[config.mk]
export PLATFORM = sky130hd
export DESIGN_NAME = serial_adder
export DESIGN_NICKNAME = d
export VERILOG_FILES = /design/src/rtl/serial_adder.sv
export SDC_FILE = /design/constraint.sdc
export NUM_CORES = 1
export LEC_CHECK = 0
export ABC_AREA = 1
export CAP_MARGIN = 5
export CORE_ASPECT_RATIO = 1.4
export CORE_MARGIN = 10
export CORE_UTILIZATION = 44
export CTS_CLUSTER_SIZE = 20
export DETAILED_ROUTE_END_ITERATION = 8
export PLACE_DENSITY_LB_ADDON = 0.05
export SLEW_MARGIN = 20
export SYNTH_ARGS = -nofsm -noshare
export SYNTH_HDL_FRONTEND = slang
export SYNTH_SLANG_ARGS = --single-unit
[constraint.sdc]
create_clock -name CLK -period 1.3 [get_ports CLK]
set_input_delay 0.195 -clock CLK [delete_from_list [all_inputs] [get_ports CLK]]
set_output_delay 0.195 -clock CLK [all_outputs]
set_load 0.05 [all_outputs]
[src/rtl/serial_adder.sv]
// serial_adder: bit-serial adder/subtractor built around one full-adder slice.
// The operation runs LSB first, one bit per clock, and takes exactly WIDTH
// cycles in RUN. DATA/CRR/ZERO are registered and change only when the FSM
// enters DONE.
// Optional feature macro: SERIAL_ADDER_SUB_EN. When it is defined, SUB=1
// selects A - B. When it is not defined, SUB is ignored and the block only adds.
module serial_adder #(
    parameter int WIDTH = 4
) (
    input  logic             CLK,
    input  logic             N_RESET,
    input  logic             START,
    input  logic [WIDTH-1:0] IN_Y,
    input  logic [WIDTH-1:0] IN_DATA,
    input  logic             CIN,
    input  logic             SUB,
    output logic             BUSY,
    output logic             DONE,
    output logic [WIDTH-1:0] DATA,
    output logic             CRR,
    output logic             ZERO
);

    // The counter only needs to reach WIDTH-1.
    localparam int CW = (WIDTH > 2) ? $clog2(WIDTH) : 1;
    localparam logic [CW-1:0] LAST_BIT = CW'(WIDTH - 1);

    typedef enum logic [1:0] {
        ST_IDLE = 2'd0,
        ST_RUN  = 2'd1,
        ST_DONE = 2'd2
    } state_t;

    state_t           state_r;
    logic [WIDTH-1:0] a_r;       // operand A, shifted right as bits are consumed
    logic [WIDTH-1:0] b_r;       // operand B, shifted right as bits are consumed
    logic [WIDTH-1:0] sum_r;     // partial result, filled from the MSB side
    logic [CW-1:0]    cnt_r;     // index of the bit being processed
    logic             carry_r;   // carry between successive slices
    logic             busy_r;
    logic             done_r;
    logic [WIDTH-1:0] data_r;
    logic             crr_r;
    logic             zero_r;

    logic             b_bit_s;
    logic             sum_bit_s;
    logic             cout_s;
    logic [WIDTH-1:0] result_s;
    logic             seed_s;
    logic             unused_s;

`ifdef SERIAL_ADDER_SUB_EN
    logic             sub_r;     // captured subtract select

    // Subtract is A + ~B + 1, so carry-out means "no borrow" (A >= B).
    assign seed_s   = SUB ? 1'b1 : CIN;
    assign unused_s = sum_r[0];
`else
    assign seed_s   = CIN;
    // SUB has no function in an add-only build.
    assign unused_s = sum_r[0] ^ SUB;
`endif

    // Single full-adder slice working on the current LSB of each operand.
    always_comb begin
        b_bit_s = b_r[0];
`ifdef SERIAL_ADDER_SUB_EN
        b_bit_s = b_r[0] ^ sub_r;
`endif
        sum_bit_s = a_r[0] ^ b_bit_s ^ carry_r;
        cout_s    = (a_r[0] & b_bit_s) | (a_r[0] & carry_r) | (b_bit_s & carry_r);
        // The new bit enters at the MSB. After WIDTH shifts it lands at bit 0.
        result_s  = {sum_bit_s, sum_r[WIDTH-1:1]};
    end

    // Control FSM, serial datapath and registered result outputs.
    always_ff @(posedge CLK) begin
        if (!N_RESET) begin
            state_r <= ST_IDLE;
            a_r     <= {WIDTH{1'b0}};
            b_r     <= {WIDTH{1'b0}};
            sum_r   <= {WIDTH{1'b0}};
            cnt_r   <= {CW{1'b0}};
            carry_r <= 1'b0;
            busy_r  <= 1'b0;
            done_r  <= 1'b0;
            data_r  <= {WIDTH{1'b0}};
            crr_r   <= 1'b0;
            zero_r  <= 1'b0;
`ifdef SERIAL_ADDER_SUB_EN
            sub_r   <= 1'b0;
`endif
        end else begin
            done_r <= 1'b0;
            case (state_r)
                ST_IDLE, ST_DONE: begin
                    if (START) begin
                        a_r     <= IN_Y;
                        b_r     <= IN_DATA;
                        sum_r   <= {WIDTH{1'b0}};
                        cnt_r   <= {CW{1'b0}};
                        carry_r <= seed_s;
`ifdef SERIAL_ADDER_SUB_EN
                        sub_r   <= SUB;
`endif
                        busy_r  <= 1'b1;
                        state_r <= ST_RUN;
                    end else begin
                        busy_r  <= 1'b0;
                        state_r <= ST_IDLE;
                    end
                end
                ST_RUN: begin
                    a_r     <= {1'b0, a_r[WIDTH-1:1]};
                    b_r     <= {1'b0, b_r[WIDTH-1:1]};
                    sum_r   <= result_s;
                    carry_r <= cout_s;
                    if (cnt_r == LAST_BIT) begin
                        data_r  <= result_s;
                        crr_r   <= cout_s;
                        zero_r  <= (result_s == {WIDTH{1'b0}});
                        done_r  <= 1'b1;
                        busy_r  <= 1'b0;
                        state_r <= ST_DONE;
                    end else begin
                        cnt_r   <= cnt_r + CW'(1);
                        state_r <= ST_RUN;
                    end
                end
                default: begin
                    busy_r  <= 1'b0;
                    state_r <= ST_IDLE;
                end
            endcase
        end
    end

    assign BUSY = busy_r;
    assign DONE = done_r;
    assign DATA = data_r;
    assign CRR  = crr_r;
    assign ZERO = zero_r;

endmodule

After elaboration in Yosys (flattened, before gate mapping)
Cells that the tools add are included.
{"block": "classes", "n_addsub": 1, "eq_ne": 6, "n_mux": 18, "bitwise": 7, "reduce_logical": 8}
{"operator": "4-bit case mux with 2 select lines", "count": 3}
{"operator": "4-bit 2-to-1 mux", "count": 3}
{"operator": "2-bit case mux with 2 select lines", "count": 2}
{"operator": "2-bit 2-to-1 mux", "count": 3}
{"operator": "2-bit inequality test (second input constant)", "count": 3}
{"operator": "2-bit AND reduction", "count": 3}
{"operator": "1-bit 2-to-1 mux", "count": 5}
{"operator": "2-bit == test (second input constant)", "count": 2}
{"operator": "4-bit logical NOT", "count": 1}
{"operator": "1-bit case mux with 2 select lines", "count": 2}
{"operator": "1-bit bitwise AND", "count": 3}
{"operator": "3-bit AND reduction", "count": 1}
{"operator": "2-bit by 1-bit adder with 2-bit output (second input constant)", "count": 1}
{"operator": "2-bit by 1-bit == test with 1-bit output (second input constant)", "count": 1}
{"operator": "2-bit logical NOT", "count": 1}
{"operator": "1-bit bitwise OR", "count": 2}
{"operator": "2-bit nonzero test", "count": 1}
{"operator": "2-bit OR reduction", "count": 1}
{"operator": "1-bit XOR", "count": 2}
{"block": "totals", "regBits": 25, "output_inout_bits": 8}

Depth between registers and ports, before layout
Gate-level depths: netlist of run 1.
{"block": "depth", "word_depth": 4, "mapped_depth": 6, "mapped_depth_nobuf": 6}

Worst setup path before layout of run 1
No wires, ideal clock.
{"block": "synth_timing", "kind": "register to register", "from": "register a_r[0]", "to": "register zero_r, in the netlist ZERO", "setup_time_ps": 56, "arrival_ps": 1160, "path_slack_ps": 84, "path_stages_with_launch": 7, "n_path_buf": 0, "period_less_slack_ps": 1216, "path_cell_list": "dfxtp_1 -> fa_1 -> nor2_1 -> nand2_1 -> o21ai_0 -> nand2_1 -> inv_1"}
{"block": "synth_via", "elab_chain_cells": 3}
{"item": "start: declaration", "line": "35", "text": "logic [WIDTH-1:0] a_r;"}
{"item": "start signal: assignment", "line": "81", "text": "a_r <= {WIDTH{1'b0}};"}
{"item": "start signal: assignment", "line": "115", "text": "a_r <= {1'b0, a_r[WIDTH-1:1]};"}
{"item": "1-bit XOR (2 in a row)", "line": "71", "text": "sum_bit_s = a_r[0] ^ b_bit_s ^ carry_r;"}
{"item": "named net sum_bit_s", "line": "47", "text": "logic sum_bit_s;"}
{"item": "4-bit logical NOT", "line": "122", "text": "zero_r <= (result_s == {WIDTH{1'b0}});"}
{"item": "end signal: assignment", "line": "122"}
{"item": "end: declaration", "line": "44", "text": "logic zero_r;"}
The timed path passes the listed nets, and every way through them passes these cells.
A chain may end at the register's enable or synchronous reset.

Worst setup path after layout of run 1
Same ends and word-level chain as after synthesis.

==> results of run 1 <==
## synth_stat cells, drive strengths merged
cell type	count
nand2	34
dfxtp	24
nand3	23
inv	19
nor2	16
a21oi	8
buf	6
nor3	6
nand3b	2
o21ai	2
fa	1
ha	1
## worst max-delay path, cell delays in order (launching register included)
cell	delay, ps
dfxtp_2	350
fa_1	520
nor2_1	110
nand2_1	70
o21ai_2	100
nand2_1	60
inv_1	40
## registers in the layout, indices dropped and copies added, names as in the netlist
name and cells:
cnt_r 2, BUSY 1, ZERO 1, DATA 4, CRR 1, b_r 4, sum_r 3, state_r 2
DONE 1, a_r 4, carry_r 1
## repair_timing
| action | CTS | global route |
|---|---|---|
| endpoints found under the setup margin | 1 | 1 |
| pin swaps | 1 | 1 |
| endpoints found under the hold margin | 0 | 0 |
| gates cloned | 0 | 0 |
| resized for setup | 2 | 2 |
| hold buffers | 0 | 0 |
## final cells by class
class	count	area (µm²)
clock buffer	4	36.3
sequential	24	483
fill	206	810
tap	22	27.5
multi-input combinational	93	447
timing repair buffer	25	353
inverter	19	71.3
## worst max path at each step
stage	from	end	slack (ps)
5_1_grt	a_r[0]	ZERO	-90
3_5_place_dp	START	a_r[0]	-20
2_1_floorplan	a_r[0]	ZERO	80
4_1_cts	carry_r	ZERO	-9
6_report	a_r[0]	ZERO	9
3_3_place_gp	START	a_r[0]	-20
## kinds of logic after synthesis
logic type / after synthesis / synth area share (%)
flip-flops: 24 / 46.3
adder cells (fa/ha/maj): 2 / 3.13
AND/OR/NAND/NOR: 81 / 34.7
AO/OA/AOI/OAI: 10 / 4.82
buffers and inverters: 25 / 11.1
## report_power, final
group	internal [mW]	leakage, nW	switching (mW)	total (mW)
sequential	0.783	0.197	0.0281	0.811
combinational	0.152	0.438	0.166	0.318
clock	0.171	0.0210	0.227	0.398
total	1.11	0.656	0.421	1.53
## metal layers
| metal | track usage [%] | up-vias | routed length (µm) |
|---|---|---|---|
| met5 | 0 | - | 0 |
| met4 | 5.50 | 0 | 51 |
| met3 | 2.28 | 5 | 97 |
| met2 | 16.2 | 17 | 1040 |
| met1 | 10.5 | 441 | 975 |
| li1 | - | 494 | - |
==> summary.txt, run 1 <==
Status = complete, no violations
Total wire length = 2170 µm
Pre-CTS WS = -19.3 ps
Routability cong. = 0.756
Num Clock Sinks = 24
Initial core utilization = 46.6%
Max_slew headroom = 81.4%
Worst-margin pin slew = 278 ps
Most common cell after layout, fill and taps aside = nand2_1
Post-layout min period = 1290 ps
WHS Path Cells = 3
Worst-skew pair later-pin latency = 320 ps
# Post-CTS Setup Buffers = 0
Yosys warns = 0
First-pass GRT wire length = 3650 µm
Die X = 61.1 µm
Floorplan row count = 20
Post-route ant nets = 0
Num ports = 21
Final Non-Filler Cells = 187
Synth top area cells = dfxtp_1 (46%), nand2_1 (12%), nand3_1 (11%), inv_1 (6.5%), nor2_1 (5.4%)
Mapped Area = 0.00104 mm²
Most frequent cells in the layout = nand2_1 (34), dfxtp_1 (22), nand3_1 (22)
Worst R2R Start = a_r[0]
Min-Delay Startpoint = IN_Y[3]
Share of the synthesized area in the top cell type = 46.3%
Nature of the critical path startpoint = flip-flop
Largest net degree at the start of global routing = 19
WL per Instance = 11.6 µm
RSZ-0062 raised after global routing = true
Skew final = 5.20 ps
Final Max Slew Viols = 0
Vias post-DR = 957
H-tree depth = 1
Final worst setup slack = 8.72 ps
GR Util All Layers = 9.67%
CTS root buffer = clkbuf_4
Setup TNS = 0 ps
Core Util, Final = 63.7%
Cell Area, Placed = 0.00138 mm²
IO buf count = 19
Dpl cells = 183
Critical Path Fanout Max = 3
Reg-to-reg slack, setup = 9 ps
Data required time of the critical path = 1580 ps
HP Class = in2reg
Largest area contributor in the netlist = dfxtp_1
Post-route DRC = 0
DRT Pass-1 Iters = 3
Syn-to-layout area delta = 36.5%
Total power = 1.53 mW
Ant diodes = 0
Synthesized instance count = 142
Fin crit share = 99.3%
DPL Wire Length = 1680 µm
Vias/cell = 5.12
Reg2reg end = ZERO
Library cells used by synthesis = 17
Hold_ws = 414 ps
Core Box Area = 0.00223 mm²
TritonCTS clock tree = done
Fmax = 0.774 GHz
Avg Cell Area, Syn = 7.31 µm²
Final nets = 181
Clock Path Buffers = 2
DIE AREA = 0.00473 mm²
Vias in the first global route = 889
TritonCTS Buffers = 3
Layout cell share with drive strength beyond 1 = 14.5%
FF-to-FF path depth = 6
Final Instance Area = 0.00142 mm²
Final hold violations = 0
Total congestion overflow = 0
Crit. End Element = flip-flop
Net count after synthesis = 157
Initial DRC Count = 16
Hold endpoint = a_r[3]
Clk pin slew, worst setup/hold paths = 130 ps
Setup Viol. Count Final = 0
Yosys reg bits = 24
Maximum vdd drop = 782 µV
P_leak = 0.656 nW
Pwr/cell area = 1080 mW/mm²
Crit path kind = reg2reg
Chip height = 77.5 µm
Max_cap viols = 0
Post-synthesis sequential area ratio = 46.3%
Worst path arrival time = 1570 ps
Initial antenna violation count = 0
Power figures use the tool's default switching activity.
==> run 2: changes to the inputs <==
PLACE_DENSITY = 0.73   (was not set)
PLACE_DENSITY_LB_ADDON = not set   (was 0.05)
==> summary.txt, run 2 (same netlist as run 1, synthesis figures left out) <==
Largest net degree at the start of global routing = 14 (-5)
Initial antenna violation count = 0 (unchanged)
Hold_ws = 432 ps (+17.2 ps)
Max_slew headroom = 80.5% (-0.92 points)
Most common cell after layout, fill and taps aside = nand2_1
Skew final = 4.22 ps (-0.983 ps)
Post-route ant nets = 0 (unchanged)
TritonCTS Buffers = 3 (unchanged)
Post-route DRC = 0 (unchanged)
Worst-skew pair later-pin latency = 320 ps (about the same)
Layout cell share with drive strength beyond 1 = 17.8% (+3.2 points)
Initial core utilization = 46.6% (unchanged)
Worst path arrival time = 1560 ps (about the same)
GR Util All Layers = 9.76% (+0.089 points)
Crit path max-delay family = adder cells
Worst R2R Start = a_r[0]
Crit path kind = reg2reg
Final hold violations = 0 (unchanged)
Core Box Area = 0.00223 mm² (unchanged)
Reg-to-reg slack, setup = 20 ps (about the same)
Num ports = 21 (unchanged)
Slowest stage cell, crit path = fa_1
Critical Path Fanout Max = 3 (unchanged)
Data required time of the critical path = 1580 ps (about the same)
Total wire length = 2250 µm (+3.7%)
IO buf count = 19 (unchanged)
Floorplan row count = 20 (unchanged)
Worst-margin pin slew = 292 ps (+13.8 ps)
Fmax = 0.782 GHz (+1.0%)
DPL Wire Length = 1740 µm (+3.9%)
Largest stage delay on the critical path = 520 ps (about the same)
Initial DRC Count = 34 (+18)
H-tree depth = 1 (unchanged)
HP Class = in2reg
Total power = 1.53 mW (+0.26%)
Final Instance Area = 0.00142 mm² (about the same)
Most frequent cells in the layout = nand2_1 (33), dfxtp_1 (22), nand3_1 (22)
Final Non-Filler Cells = 191 (+2.1%)
Nature of the critical path startpoint = flip-flop
Critical path startpoint = a_r[0]
TritonCTS clock tree = done
Ant diodes = 0 (unchanged)
Die X = 61.1 µm (unchanged)
P_leak = 0.661 nW (+0.83%)
Final Max Slew Viols = 0 (unchanged)
Dpl cells = 186 (+1.6%)
DIE AREA = 0.00473 mm² (unchanged)
Chip height = 77.5 µm (unchanged)
RSZ-0062 raised after global routing = true
Core Util, Final = 63.6% (about the same)
CP most frequent cell = nand2_1
Post-layout min period = 1280 ps (-12.8 ps)
CTS root buffer = clkbuf_4
Vias in the first global route = 864 (-2.8%)
Setup Viol. Count Final = 0 (unchanged)
Max_cap viols = 0 (unchanged)
Fin crit share = 98.3% (-0.98 points)
Vias/cell = 4.97 (-2.8%)
Num Clock Sinks = 24 (unchanged)
Vias post-DR = 950 (-0.73%)
Clk pin slew, worst setup/hold paths = 120 ps (about the same)
Cells along the critical path = fa_1, nor2_1, nand2_1, o21ai_2, nand2_1, inv_1
Cell Area, Placed = 0.00136 mm² (-1.1%)
Buf+Inv Stages, Crit Path = 1 (unchanged)
WL per Instance = 11.8 µm (+1.5%)
Maximum vdd drop = 857 µV (+9.7%)
DRT Pass-1 Iters = 4 (+1)
Routability cong. = 0.775 (+2.5%)
Clock Path Buffers = 2 (unchanged)
Min-Delay Startpoint = IN_DATA[3]
Status = complete, no violations
Final nets = 185 (+2.2%)
First-pass GRT wire length = 3630 µm (-0.58%)
Syn-to-layout area delta = 36.4% (about the same)
Total congestion overflow = 0 (unchanged)
Crit. End Element = flip-flop
Pwr/cell area = 1080 mW/mm² (+0.35%)
[run 2: cell count changes in the layout (fill, tap and decap cells not counted)]
cell | previous run | this run
buf_4 | 3 | 10
buf_12 | 11 | 8
a21oi_1 | 8 | 7
a21oi_2 | 0 | 1
nand2_1 | 34 | 33
nand2_2 | 0 | 1
[run 2: power by group]
group,switching [mW],leakage [nW],internal [mW]
sequential,0.0294,0.197,0.783
combinational,0.169,0.443,0.156
clock,0.222,0.0210,0.172
[run 2: repair_timing]
item | CTS | global route
hold buffers | 0 | 0
endpoints found under the setup margin | 1 | 2
pin swaps | 2 | 4
hold endpoints to repair | 0 | 0
setup buffers | 1 | 0
resized for setup | 2 | 4
[run 2: layout make-up]
cell class | count | area, µm²
Inverter | 19 | 71.3
Multi-Input combinational cell | 93 | 453
Sequential cell | 24 | 483
Timing Repair Buffer | 29 | 345
Tap cell | 22 | 27.5
Fill cell | 186 | 811
Clock buffer | 4 | 36.3
[run 2: path summary, 6_finish.rpt]
path	end	cells past startpoint
worst max-delay path	ZERO	6
worst min-delay path	b_r[3]	3
worst max register to register	ZERO	6
worst min register to register	DATA[1]	2
[run 2: routing by layer]
layer	vias to the layer above	GRT usage, %	share of wire, %
met1	430	11.1	45
met2	16	15.5	50
met4	0	5.50	2.4
met5	-	0	0
met3	5	2.77	3.4
li1	499	-	-
[run 2: worst min-delay path: cells and delay by family]
family	cells	cell delay, ps
and+or+nand+nor	1	70
buffers and inverters	1	390
AOI/OAI and AO/OA	1	60
[run 2: per-stage QoR]
stage	setup WS (ps)	setup TNS, ps
2_1_floorplan	83.8	0
3_3_place_gp	-34.9	-44.7
3_5_place_dp	-61.7	-100
4_1_cts	-3.54	-3.54
5_1_grt	-79.4	-85.8
6_report	21.5	0
==> run 3: changes to the inputs <==
ABC_CLOCK_PERIOD_IN_PS = 1300   (was not set)
==> results of run 3 <==
No change in the layout: final DEF, timing and power equal those of run 2.
==> edit (flow settings as in run 3) <==
Reset style: asynchronous (`N_RESET`), changed in one clocked block.
--- a/src/rtl/serial_adder.sv
+++ b/src/rtl/serial_adder.sv
@@ -76,5 +76,5 @@
 
     // Control FSM, serial datapath and registered result outputs.
-    always_ff @(posedge CLK) begin
+    always_ff @(posedge CLK or negedge N_RESET) begin
         if (!N_RESET) begin
             state_r <= ST_IDLE;
Behaviour: differs if N_RESET is asserted again (counterexample within 4 cycles, from zero or initial values and one cycle with N_RESET low); with N_RESET held inactive, the same outputs for 10 cycles.
==> edit against run 3 <==
- sequential cell count stayed put
- setup slack worse by 0.013 ns
- design area is 4.6% higher
- global-route usage down 0.58 points
- routed wire length shrank 4.8%
- sequential share of layout area increased by 6.4 points
- synthesized area increased by 8.8%
- via count fell by 2.1%
- critical path type unchanged
- highest routed layer unchanged
Power is not compared: it rests on default switching activity, and its combinational part moved more than twofold at a synthesized area within 25%.
==> edit: results (changes against run 3) <==
status=finished clean (unchanged); clock latency on the worst-skew pair=0.30 ns (was 0.32 ns); met2 routed WL=1134 µm (was 1117 µm); top cells by count, synth=49 x nand2_1, 24 x dfrtp_1, 21 x inv_1 (was 34 x nand2_1, 24 x dfxtp_1, 22 x nand3_1); DR WL/cell=11.04 µm (was 11.77 µm); GRT Total Usage=0.09183 (was 0.09762); area of the multi-input gates=402.9 µm² (was 452.9 µm²); critical path endpoint=sum_r[3] (was ZERO); fraction of layout cells with a size suffix above 1=0.2000 (was 0.1775); Synth Area in Adders=0.02879 (was 0.03133); met2 Use GR=0.1687 (was 0.1550); multi-input gates=83 (was 93); compound-gate portion of the synthesized area=0.02990 (was 0.04819); hpwl dp=1724 µm (was 1741 µm); GP Congestion=0.7503 (was 0.7751); placed insts=190 (was 186); clock-cell share of area=0.01520 (was 0.02562); Reg2Reg Depth=4 (was 6); met1 wire length=854 µm (was 1001 µm); first-pass GRT wire length=3891 µm (was 3629 µm); Synth cell types=15 (was 17); Synth area leaders=dfrtp_1 53%, nand2_1 16%, nand3_1 8.0% (was dfxtp_1 46%, nand2_1 12%, nand3_1 11%); setup ws final=0.008556 ns (was 0.02149 ns); grt met3 use=0.02809 (was 0.02769); sequential fraction of the synthesis area=0.5316 (was 0.4627); Worst-Margin Slew=0.2916 ns (was 0.2920 ns); CP max stage delay=0.59 ns (was 0.52 ns); syn_nets=150 (was 157)
-- edit: changes by cell type after synthesis, moves of 4 or more --
cell	before	now
dfrtp_1	0	24
nor3_1	6	0
nand3_1	22	18
a21oi_1	8	0
o21ai_1	0	5
dfxtp_1	24	0
nand2_1	34	49
nor2_1	15	2
-- edit: cells by family after synthesis --
| group | after synthesis |
|---|---|
| AND/OR/NAND/NOR | 75 |
| buffers and inverters | 28 |
| flip-flops | 24 |
| AO/OA/AOI/OAI | 6 |
| adder cells (fa/ha/maj) | 2 |
-- edit: per-stage QoR --
step	cell area, µm²	hold slack (ns)	TNS [ns]	power (mW)
after detailed placement	1443	0.4725	0	3.416
after floorplan	1130	-0.1006	0	2.680
after global routing	1481	0.2513	-0.1837	4.120
after CTS	1473	0.2389	0	3.789
after global placement	1443	0.4632	0	3.328
final	1481	0.2340	0	3.784
-- edit: timing repair --
item                       in CTS  in global routing
buffers inserted                1                  0
setup endpoints to repair       1                  4
pin swaps                       2                  2
gates resized for setup         0                  4
